**src/rtl/mult_pkg.sv**
```systemverilog
// Shared types and constants for the iterative HI/LO multiplier.
// The stall logic uses MULT_LATENCY to size its MFHI/MFLO hazard window.
package mult_pkg;

  typedef enum logic [1:0] {
    IDLE = 2'd0,
    RUN  = 2'd1,
    FIX  = 2'd2
  } mult_state_e;

  localparam int MULT_WIDTH   = 32;
  localparam int MULT_LATENCY = MULT_WIDTH + 1;

  function automatic int mult_latency(input int width);
    return width + 1;
  endfunction

endpackage

```
**src/rtl/mult_unit_if.sv**
```systemverilog
// Execute-stage multiply request/result bundle.
// The datapath drives it through the master modport; mult_unit takes the slave modport.
interface mult_unit_if #(
  parameter int WIDTH = 32
);
  import mult_pkg::*;

  logic             start_mult;
  logic             mult_sign;
  logic [WIDTH-1:0] src_a;
  logic [WIDTH-1:0] src_b;
  logic [WIDTH-1:0] hi;
  logic [WIDTH-1:0] lo;
  logic             busy;
  logic             done;

  modport master (
    output start_mult, mult_sign, src_a, src_b,
    input  hi, lo, busy, done
  );

  modport slave (
    input  start_mult, mult_sign, src_a, src_b,
    output hi, lo, busy, done
  );

endinterface

```
**src/rtl/mult_unit.sv**
```systemverilog
// Radix-2 shift-add multiplier producing the 2*WIDTH-bit HI/LO product.
// Signed operands run as magnitudes; the sign is restored in a final FIX cycle.
module mult_unit
  import mult_pkg::*;
#(
  parameter int WIDTH = MULT_WIDTH
) (
  input  logic       clk,
  input  logic       reset,
  mult_unit_if.slave bus
);

  localparam int                CNT_W    = $clog2(WIDTH) + 1;
  localparam logic [CNT_W-1:0]  CNT_LAST = CNT_W'(WIDTH - 1);

  mult_state_e        state;
  logic [WIDTH:0]     mcand;
  logic [WIDTH-1:0]   mplier;
  logic [2*WIDTH-1:0] acc;
  logic [CNT_W-1:0]   cnt;
  logic               neg;
  logic [WIDTH-1:0]   hi_r;
  logic [WIDTH-1:0]   lo_r;
  logic               busy_r;
  logic               done_r;

  logic [WIDTH-1:0]   a_mag;
  logic [WIDTH-1:0]   b_mag;
  logic [WIDTH:0]     addend;
  logic [WIDTH:0]     sum;
  logic [2*WIDTH-1:0] acc_next;
  logic [2*WIDTH-1:0] result;

  // Magnitudes are unsigned WIDTH-bit, so the most negative operand maps cleanly onto 2^(WIDTH-1).
  always_comb begin
    a_mag    = (bus.mult_sign && bus.src_a[WIDTH-1]) ? -bus.src_a : bus.src_a;
    b_mag    = (bus.mult_sign && bus.src_b[WIDTH-1]) ? -bus.src_b : bus.src_b;
    addend   = mplier[0] ? mcand : '0;
    sum      = {1'b0, acc[2*WIDTH-1:WIDTH]} + addend;
    acc_next = {sum, acc[WIDTH-1:1]};
    result   = neg ? -acc : acc;
  end

  always_ff @(posedge clk) begin
    if (!reset) begin
      state  <= IDLE;
      mcand  <= '0;
      mplier <= '0;
      acc    <= '0;
      cnt    <= '0;
      neg    <= 1'b0;
      hi_r   <= '0;
      lo_r   <= '0;
      busy_r <= 1'b0;
      done_r <= 1'b0;
    end else begin
      done_r <= 1'b0;
      case (state)
        IDLE: begin
          if (bus.start_mult) begin
            mcand  <= {1'b0, a_mag};
            mplier <= b_mag;
            neg    <= bus.mult_sign & (bus.src_a[WIDTH-1] ^ bus.src_b[WIDTH-1]);
            acc    <= '0;
            cnt    <= '0;
            busy_r <= 1'b1;
            state  <= RUN;
          end
        end
        RUN: begin
          acc    <= acc_next;
          mplier <= mplier >> 1;
          cnt    <= cnt + CNT_W'(1);
          if (cnt == CNT_LAST) begin
            state <= FIX;
          end
        end
        FIX: begin
          {hi_r, lo_r} <= result;
          done_r       <= 1'b1;
          busy_r       <= 1'b0;
          state        <= IDLE;
        end
        default: state <= IDLE;
      endcase
    end
  end

  assign bus.hi   = hi_r;
  assign bus.lo   = lo_r;
  assign bus.busy = busy_r;
  assign bus.done = done_r;

endmodule

```
**src/flat_wrapper.sv**
```systemverilog
// flat-port wrapper written by rule: the top's interface ports become plain ports
module mult_unit_flat import mult_pkg::*;
#(
  parameter int WIDTH = MULT_WIDTH
)
  (clk, reset, bus_start_mult, bus_mult_sign, bus_src_a, bus_src_b, bus_hi, bus_lo, bus_busy, bus_done);
  mult_unit_if #(.WIDTH(WIDTH)) bus_i ();
  input  logic clk;
  input  logic reset;
  input wire logic [$bits(bus_i.start_mult)-1:0] bus_start_mult;
  input wire logic [$bits(bus_i.mult_sign)-1:0] bus_mult_sign;
  input wire logic [$bits(bus_i.src_a)-1:0] bus_src_a;
  input wire logic [$bits(bus_i.src_b)-1:0] bus_src_b;
  output wire logic [$bits(bus_i.hi)-1:0] bus_hi;
  output wire logic [$bits(bus_i.lo)-1:0] bus_lo;
  output wire logic [$bits(bus_i.busy)-1:0] bus_busy;
  output wire logic [$bits(bus_i.done)-1:0] bus_done;
  assign bus_i.start_mult = bus_start_mult;
  assign bus_i.mult_sign = bus_mult_sign;
  assign bus_i.src_a = bus_src_a;
  assign bus_i.src_b = bus_src_b;
  assign bus_hi = bus_i.hi;
  assign bus_lo = bus_i.lo;
  assign bus_busy = bus_i.busy;
  assign bus_done = bus_i.done;
  mult_unit #(.WIDTH(WIDTH)) u_core (.clk(clk), .reset(reset), .bus(bus_i));
endmodule
```
**config.mk**
```make
export PLATFORM = sky130hd
export DESIGN_NAME = mult_unit_flat
export DESIGN_NICKNAME = d
export VERILOG_FILES = /design/src/rtl/mult_pkg.sv /design/src/rtl/mult_unit_if.sv /design/src/rtl/mult_unit.sv /design/src/flat_wrapper.sv
export SDC_FILE = /design/constraint.sdc
export NUM_CORES = 1
export LEC_CHECK = 0
export BUFFER_PORTS_ARGS = -buffer_cell sky130_fd_sc_hd__buf_2
export CAP_MARGIN = 5
export CELL_PAD_IN_SITES_DETAIL_PLACEMENT = 1
export CELL_PAD_IN_SITES_GLOBAL_PLACEMENT = 1
export CORE_ASPECT_RATIO = 0.75
export CORE_UTILIZATION = 44
export DETAILED_ROUTE_END_ITERATION = 6
export GPL_TIMING_DRIVEN = 1
export PLACE_DENSITY_LB_ADDON = 0.08
export RECOVER_POWER = 100
export SYNTH_ARGS = -nofsm -noshare
export SYNTH_HDL_FRONTEND = slang
export SYNTH_SLANG_ARGS = --single-unit
```
**constraint.sdc**
```tcl
create_clock -name clk -period 3.55 [get_ports clk]
set_input_delay 0.8875 -clock clk [delete_from_list [all_inputs] [get_ports clk]]
set_output_delay 0.8875 -clock clk [all_outputs]
set_load 0.02 [all_outputs]
```
==> summary.txt, run 1 <==
Synthesis
  • Post-synthesis area per instance: a little over 8 um^2
  • Sequential fraction of the synthesis area: 36.08%
  • Yosys top cell area share: a little over a third
  • Yosys reg bits: 203
  • Yosys cell types: 55
  • Async set-reset flop share out of synthesis: 0%
  • Largest cells by area after synthesis: dfxtp_1, xor2_1, o21ai_0
  • Mapped Area: 11260 um^2
  • Ys flop type: dfxtp_1
  • Synth Instances: 1397
  • Synthesized Nets: 1502
  • Post-synth EDFFs: 0
  • Biggest area consumer among synthesized cells: dfxtp_1
  • Most frequent cell after synthesis: dfxtp_1
  • Syn. warnings: 0
  • Synth cell count leaders: dfxtp_1, nand2_1, o21ai_0

Floorplan
  • Die Height: approximately 140 um
  • Starting Density: 45.02%
  • Row Count: 50
  • Die Span X: 186.8 um
  • Die area: 26250 um^2
  • Core ar.: 25020 um^2
  • Count of boundary I/O pins: 134

Worst setup path
  • Worst path required time: 3.91 ns
  • Kind of end point of the critical path: flop
  • Critical path's slowest cell: or4_1
  • WS Path Type: flop to flop
  • CP max FO: 7
  • Crit path DAT: about 3.7 ns
  • Cell breakdown of the critical path: or4_4 > or4_1 > or3_1 > or4_4 > o41ai_4 > xor2_1 > o21ai_1
  • CP most frequent cell: or4_4
  • Crit start category: flop
  • Slowest stage delay, CP: 0.65 ns

CTS
  • Max Root-Sink Buffers: 3
  • CTS tree: done
  • CTS resizes: 0
  • Reg clk slew, reported paths: 0.06 ns
  • CTS Hold Buffers Added: 0
  • H-tree depth: 1
  • Clock Sinks: 203
  • Root Driver: clkbuf_16
  • Total CTS buffers: 22
  • Postcts setup bufs: 0
  • Later-pin clock latency in the skew report: 0.51 ns

Placement
  • DP HPWL: between 20000 and 30000 um
  • Placed Area: approximately 12000 um^2
  • Dpl ws: approximately 0.33 ns
  • Port bufs: 133
  • Placer congestion estimate: about 0.9

Timing
  • Final hold vios: 0
  • RSZ-0062 raised after global routing: no
  • Final worst-path cycle share: 92.76%
  • Fmax: 303.7 MHz
  • Max-slew violation count: 44
  • Fin Clk Skew: ~0.015 ns
  • Final setup viols: 0
  • Final setup TNS: 0 ns
  • Setup WS post-layout: ~0.26 ns
  • Slew HR: -7.584%
  • Tightest Pin Transition: ~1.6 ns
  • Min cycle time layout: 3.293 ns
  • Min Hold Slack: 0.4498 ns

Routing
  • DRT Pass-1 Iters: 6
  • Vias: between 10000 and 15000
  • Drt drc: 0
  • 1st-iter DRT viols: 652
  • Routed wire per std cell: around 19 um
  • Drt total wl: 34180 um
  • DRT antenna net count: 0
  • Vias per cell: 5.793

GRT
  • GR Util All Layers: 25.95%
  • Number of global-route vias before repair: 10410
  • First-pass GRT wire length: 55990 um
  • GRT overflow: 0
  • Pin count of the biggest net entering global routing: 54
  • Initial antenna violation count: 0

Run status
  • Status: finished, violations left
  • Violated checks: max-capacitance violations, max-slew violations

Finish
  • Fin area: 12830 um^2
  • Layout cells sized above 1: 9.079%
  • Layout area overhead: 13.93%
  • Nets: 1600
  • Ant diodes: 0

Pwr
  • Leakage: 5.051 nW
  • VDD IR max: between 300 and 400 uV
  • Total power: 5.143 mW
  • Power per cell area: 400.8 nW/um^2

Job
  • Max-cap violation count: 2

Worst hold path
  • Worst Hold Class: flop to flop
through the flow:
step,utilization [%],instances
floorplan,-,1397
global placement,49.21,1809
detailed placement,49.21,1809
CTS,51.92,1847
global route,51.29,1847
finish,51.29,1847
routing by layer:
metal  vias up  routed length (um)  global-route usage, %
met5         -                   0                      0
met4         0                 596                  5.091
met3        38                1753                  2.706
met2       284               14300                  39.49
met1      5124               17530                  39.33
li1       5253                   -                      -
worst max-delay path, delay by kind of cell, from the launching register on:
family | cells | cell delay [ns]
xor gates and xnor gates | 1 | 0.17
DFF | 1 | 0.38
and+or+nand+nor | 4 | 2.29
AOI/OAI and AO/OA | 2 | 0.31
registers in the layout, indices dropped and copies added (netlist names):
register         flops
u_core.bus.hi       32
u_core.bus.busy      1
u_core.bus.lo       32
u_core.cnt           6
u_core.bus.done      1
u_core.acc          64
u_core.neg           1
u_core.state         2
u_core.mplier       32
u_core.mcand        32
final timing paths:
| kind | startpoint | endpoint | slack [ns] | cells past startpoint |
|---|---|---|---|---|
| worst min-delay path | u_core.bus.lo[5]$_SDFFE_PN0P_ | u_core.bus.lo[5]$_SDFFE_PN0P_ | 0.45 | 2 |
| worst min register to register | u_core.bus.lo[5]$_SDFFE_PN0P_ | u_core.bus.lo[5]$_SDFFE_PN0P_ | 0.45 | 2 |
| worst max register to register | u_core.acc[9]$_SDFFE_PN0P_ | u_core.bus.hi[31]$_SDFFE_PN0P_ | 0.26 | 7 |
| worst max-delay path | u_core.acc[9]$_SDFFE_PN0P_ | u_core.bus.hi[31]$_SDFFE_PN0P_ | 0.26 | 7 |
power by group:
group / total, mW / leakage, nW / internal, mW / switching [mW]
Sequential: 2.40 / 1.65 / 2.35 / 0.0527
Clock: 2.20 / 0.342 / 1.27 / 0.923
Combinational: 0.549 / 3.06 / 0.202 / 0.347
layout by cell type (no fill, tap or decap), types with 20 or more instances in the layout:
cell type	count
nor2_1	100
a22o_1	34
ha_1	36
or3_1	25
o21ai_0	167
o31ai_1	29
clkbuf_1	82
nand3_1	20
dfxtp_1	202
nand2_1	185
and2_1	33
a21oi_1	70
a222oi_1	26
inv_1	21
clkbuf_16	23
buf_2	63
xor2_1	99
xnor2_1	42
cell type report:
type | count | area, um^2
clock buffer | 29 | 608.1
tap | 338 | 422.9
multi-input combinational | 1084 | 6792
clock inverter | 9 | 70.07
timing repair buffer | 163 | 797.0
fill | 3078 | 12190
sequential | 203 | 4065
inverter | 21 | 78.83
logic make-up after synthesis:
kind of cell               synth area share [%]
AOI/OAI and AO/OA                         24.77
xor gates and xnor gates                  10.96
adders and majority gates                 4.176
buffers and inverters                     3.676
DFF                                       36.08
muxes                                    0.1777
and+or+nand+nor                           20.16
No activity file was read; power rests on OpenSTA's default activity.
==> inputs of run 2 (changes only) <==
--- a/config.mk
+++ b/config.mk
@@ -14,4 +14,5 @@
 export DETAILED_ROUTE_END_ITERATION = 6
 export GPL_TIMING_DRIVEN = 1
+export MAX_ROUTING_LAYER = met4
 export PLACE_DENSITY_LB_ADDON = 0.08
 export RECOVER_POWER = 100
==> constraint.sdc (replaced) <==
create_clock -name clk -period 3.55 [get_ports clk]
set_input_delay 0.1775 -clock clk [delete_from_list [all_inputs] [get_ports clk]]
set_output_delay 0.1775 -clock clk [all_outputs]
set_load 0.02 [all_outputs]
==> summary.txt, run 2 (synthesis gave the netlist of run 1 again) <==
Worst setup path
  • CP most frequent cell: or4_4
  • Top Family by Delay on Critical Path: simple AND/OR/NAND/NOR gates
  • Worst path required time: 3.91 ns
  • Crit start category: flop
  • Crit path DAT: about 3.7 ns
  • Cell breakdown of the critical path: or4_1 > or4_4 > or3_1 > or4_4 > o41ai_4 > xor2_1 > o21ai_1
  • Slowest stage delay, CP: around 0.63 ns
  • Crit path buf inv count: 0
  • Critical path's slowest cell: or4_1
  • Kind of end point of the critical path: flop
  • R2r startpoint: u_core.acc[9]$_SDFFE_PN0P_
  • WS Path Type: flop to flop
  • CP max FO: 7
  • Worst path depth: 7
  • CP startpoint: u_core.acc[9]$_SDFFE_PN0P_
  • R2R cell count: 7

Routing
  • DRT Pass-1 Iters: 7
  • Vias: ~11000
  • DR top layer: met4
  • Routed wire per std cell: 18.48 um
  • Drt drc: 5
  • DRT antenna net count: 0
  • Metal3 WL: 1656 um
  • Vias per cell: 5.764
  • 1st-iter DRT viols: 643
  • Wire length on met2: 14650 um
  • Drt total wl: between 30000 and 40000 um
  • Met1 Wirelength: 17680 um

Finish
  • Layout cells sized above 1: 9.061%
  • Ant diodes: 0
  • Layout area overhead: 15.92%
  • FILL cells: 3070
  • Max reg flops: 64
  • Non-filler cells, final: approximately 1900
  • Most common cell after layout, fill and taps aside: dfxtp_1
  • Most frequent cells in the layout: dfxtp_1, nand2_1, o21ai_0
  • Largest Register: u_core.acc
  • Final core utilization: 52.18%
  • Fin area: approximately 13000 um^2
  • Nets: 1611

Floorplan
  • Count of boundary I/O pins: 134
  • Die Span X: 186.8 um
  • Die area: around 26000 um^2
  • Core ar.: 25020 um^2
  • Die Height: about 140 um
  • Row Count: 50
  • Starting Density: between 40% and 50%

Timing
  • Slew HR: -27.85%
  • Min Hold Slack: 0.004072 ns
  • Tightest Pin Transition: 1.918 ns
  • Final hold vios: 0
  • Max-slew violation count: 73
  • Final setup TNS: 0 ns
  • Min cycle time layout: 3.307 ns
  • RSZ-0062 raised after global routing: no
  • Setup WS post-layout: 0.2426 ns
  • Fmax: 302.4 MHz
  • Final setup viols: 0
  • Final worst-path cycle share: 93.17%
  • Fin Clk Skew: 0.008517 ns

CTS
  • CTS Hold Buffers Added: 15
  • Clock Sinks: 203
  • CTS tree: done
  • Later-pin clock latency in the skew report: ~0.52 ns
  • CTS resizes: 0
  • H-tree depth: 1
  • Reg clk slew, reported paths: 0.06 ns
  • Max Root-Sink Buffers: 3
  • Total CTS buffers: 23
  • Postcts setup bufs: 0
  • Root Driver: clkbuf_16

Placement
  • Port bufs: 133
  • Placed Area: about 12000 um^2
  • Dpl ws: 0.3258 ns
  • DP Cell Count: 1804
  • DP HPWL: 25420 um
  • Placer congestion estimate: 0.9094

Worst hold path
  • Hold Startpoint: bus_src_a[19]
  • Worst Hold Class: input pin to flop
  • Hold path depth: 3

Pwr
  • Leakage: 5.118 nW
  • Total power: 5.366 mW
  • Power per cell area: about 400 nW/um^2
  • VDD IR max: 376.4 uV

Run status
  • Status: finished, violations left
  • Violated checks: design-rule violations, max-capacitance violations, max-slew violations

GRT
  • GRT overflow: 0
  • First-pass GRT wire length: 55500 um
  • GR Util All Layers: 26.50%
  • Pin count of the biggest net entering global routing: 65
  • Number of global-route vias before repair: 10430
  • Initial antenna violation count: 0

Job
  • Max-cap violation count: 2
[run 2: worst register-to-register path, delay by kind of cell (launching register included)]
family / cells / cell delay [ns]
and+or+nand+nor: 4 / 2.29
DFF: 1 / 0.37
AOI/OAI and AO/OA: 2 / 0.32
xor gates and xnor gates: 1 / 0.18
[run 2: layout make-up]
class	count	area, um^2	share of cell area, %
well taps	338	422.9	3.239
repair buffers	173	915.9	7.014
multi-input cells	1084	6809	52.15
flip-flops and latches	203	4065	31.13
clock inverters	9	92.59	0.7091
clock buffers	33	673.1	5.155
inverters	21	78.83	0.6037
[run 2: worst paths after layout]
kind,slack (ns),end
hold reg to reg,0.45,u_core.bus.hi[18]$_SDFFE_PN0P_
setup reg to reg,0.24,u_core.bus.hi[31]$_SDFFE_PN0P_
hold / removal,0.004,u_core.mcand[19]$_SDFFE_PN0P_
setup / recovery,0.24,u_core.bus.hi[31]$_SDFFE_PN0P_
[run 2: power by group]
| part | leakage (nW) | internal, mW | switching (mW) | total (mW) |
|---|---|---|---|---|
| sequential | 1.65 | 2.34 | 0.0552 | 2.40 |
| combinational | 3.10 | 0.216 | 0.348 | 0.564 |
| clock | 0.367 | 1.40 | 1.00 | 2.40 |
[run 2: layer usage]
metal | up-vias | GRT usage, %
met3 | 34 | 2.907
met5 | - | -
met1 | 5148 | 38.37
li1 | 5286 | -
met4 | 0 | 4.055
met2 | 259 | 40.18
==> inputs of run 3 (changes only) <==
Settings changed: CORE_ASPECT_RATIO 0.75 to 1.2.
==> summary.txt, run 3 (synthesis gave the netlist of run 1 again) <==
CTS
  • Later-pin clock latency in the skew report: 0.51 ns
  • Reg clk slew, reported paths: around 0.06 ns
  • Max Root-Sink Buffers: 3
  • H-tree depth: 1
  • CTS tree: done
  • Clock Sinks: 203
  • Total CTS buffers: 22
  • Root Driver: clkbuf_16

Worst setup path
  • CP max FO: 7
  • Crit path DAT: 3.65 ns
  • WS Path Type: flop to flop
  • Kind of end point of the critical path: flop
  • R2r startpoint: u_core.acc[9]$_SDFFE_PN0P_
  • Crit start category: flop
  • Worst R2R End: u_core.bus.hi[31]$_SDFFE_PN0P_
  • Reg2reg setup slack: ~0.26 ns
  • R2R cell count: 7
  • Worst path required time: slightly below 4 ns

Floorplan
  • Starting Density: between 40% and 50%
  • Die area: between 20000 and 30000 um^2
  • Row Count: 63
  • Count of boundary I/O pins: 134
  • Die Span X: between 100 and 150 um
  • Die Height: approximately 180 um
  • Core ar.: 24910 um^2

Timing
  • Tightest Pin Transition: around 1.8 ns
  • Max-slew violation count: 62
  • Fin Clk Skew: 0.01059 ns
  • Final worst-path cycle share: 92.70%
  • Min cycle time layout: 3.291 ns
  • RSZ-0062 raised after global routing: no
  • Slew HR: -23.18%
  • Setup WS post-layout: 0.2593 ns
  • Fmax: 303.9 MHz
  • Final setup TNS: 0 ns
  • Final hold vios: 0
  • Final setup viols: 0

Routing
  • DRT Pass-1 Iters: 6
  • Routed wire per std cell: roughly 18 um
  • Met1 Wirelength: 15410 um
  • 1st-iter DRT viols: 518
  • Metal3 WL: between 1000 and 1500 um
  • Vias per cell: 5.776
  • Drt total wl: 33580 um
  • DRT antenna net count: 0
  • DR top layer: met4
  • Drt drc: 0
  • Vias: 10650
  • Wire length on met2: around 16000 um

GRT
  • Number of global-route vias before repair: roughly 11000
  • GRT overflow: 0
  • Pin count of the biggest net entering global routing: 52
  • GR Util All Layers: 26.22%
  • Initial antenna violation count: 0
  • First-pass GRT wire length: 54670 um

Pwr
  • Power per cell area: 423.6 nW/um^2
  • VDD IR max: 263.0 uV
  • Leakage: 5.128 nW
  • Total power: 5.524 mW

Worst hold path
  • Hold Startpoint: bus_src_a[9]
  • WHS Endpoint: u_core.mcand[9]$_SDFFE_PN0P_
  • Worst Hold Class: input pin to flop
  • Hold path depth: 3

Run status
  • Status: finished, violations left
  • Violated checks: max-capacitance violations, max-slew violations

Placement
  • Port bufs: 133
  • DP HPWL: 24770 um
  • Placer congestion estimate: 0.8813
  • Dpl ws: between 0.3 and 0.4 ns

Finish
  • Largest Register: u_core.acc
  • Nets: approximately 1600
  • Ant diodes: 0
  • Multi-input logic area: 6785 um^2
  • Max reg flops: 64
  • Final core utilization: between 50% and 60%
  • Layout area overhead: 15.75%
  • Layout cells sized above 1: under 10%
  • Sequential cell area: 4065 um^2
  • Most frequent cells in the layout: dfxtp_1, nand2_1, o21ai_0
  • Most common cell after layout, fill and taps aside: dfxtp_1
  • FILL cells: 3121

Job
  • Max-cap violation count: 2
==> run 3: cell types whose count changed in the layout (fill, tap and decap cells not counted), moves of 2 or more <==
cell       change
clkbuf_1       -6
bufinv_16      +3
and2_0         -2
and2_1         +2
buf_12         -2
nor2_1         +2
nor2_4         -2
==> run 3: through the flow <==
stage / cell area (um^2) / hold WS (ns) / std cells
after floorplan: 11260 / 0.2755 / 1397
after global placement: 12210 / 0.4293 / 1788
after detailed placement: 12210 / 0.4409 / 1788
after CTS: 13190 / 0.002344 / 1843
after global routing: 13040 / 0.02712 / 1843
final: 13040 / 0.01691 / 1843
==> run 3: report_power, final <==
group	switching, mW	internal [mW]	leakage (nW)	total, mW
Clock	0.983	1.59	0.399	2.57
Combinational	0.343	0.211	3.08	0.554
Sequential	0.0541	2.34	1.65	2.40
==> run 3: critical path, cell delays in order, from the launching register on <==
cell and delay (ns):
dfxtp_1 0.37, or4_4 0.58, or4_1 0.65, or3_1 0.43
or4_4 0.62, o41ai_4 0.23, xor2_1 0.18, o21ai_1 0.08
==> run 3: layer usage <==
layer  GRT usage [%]  up-vias
met4           8.634        0
met3           2.216       61
met1           33.15     5110
met5               -        -
met2           43.94      215
li1                -     5260
==> run 3: what timing repair did <==
action / in CTS / in global routing
setup buffers: 0 / 0
gates resized for setup: 0 / 0
endpoints found under the hold margin: 15 / 0
hold buffers: 15 / 0
==> run 3: cell type report <==
class | count | share of cell area, %
Timing Repair Buffer | 170 | 6.698
Tap cell | 325 | 3.119
Inverter | 21 | 0.6045
Sequential cell | 203 | 31.18
Clock buffer | 28 | 4.942
Clock inverter | 12 | 1.420
Multi-Input combinational cell | 1084 | 52.04
==> run 3: worst max path at each step <==
stage,slack (ns),start,endpoint
final,0.26,u_core.acc[9]$_SDFFE_PN0P_,u_core.bus.hi[31]$_SDFFE_PN0P_
after global routing,0.16,u_core.acc[9]$_SDFFE_PN0P_,u_core.bus.hi[19]$_SDFFE_PN0P_
after CTS,0.33,u_core.acc[9]$_SDFFE_PN0P_,u_core.bus.hi[31]$_SDFFE_PN0P_
after detailed placement,0.36,u_core.acc[9]$_SDFFE_PN0P_,u_core.bus.hi[19]$_SDFFE_PN0P_
after global placement,0.42,u_core.acc[9]$_SDFFE_PN0P_,u_core.bus.hi[31]$_SDFFE_PN0P_
after floorplan,0.43,u_core.acc[9]$_SDFFE_PN0P_,u_core.bus.hi[31]$_SDFFE_PN0P_
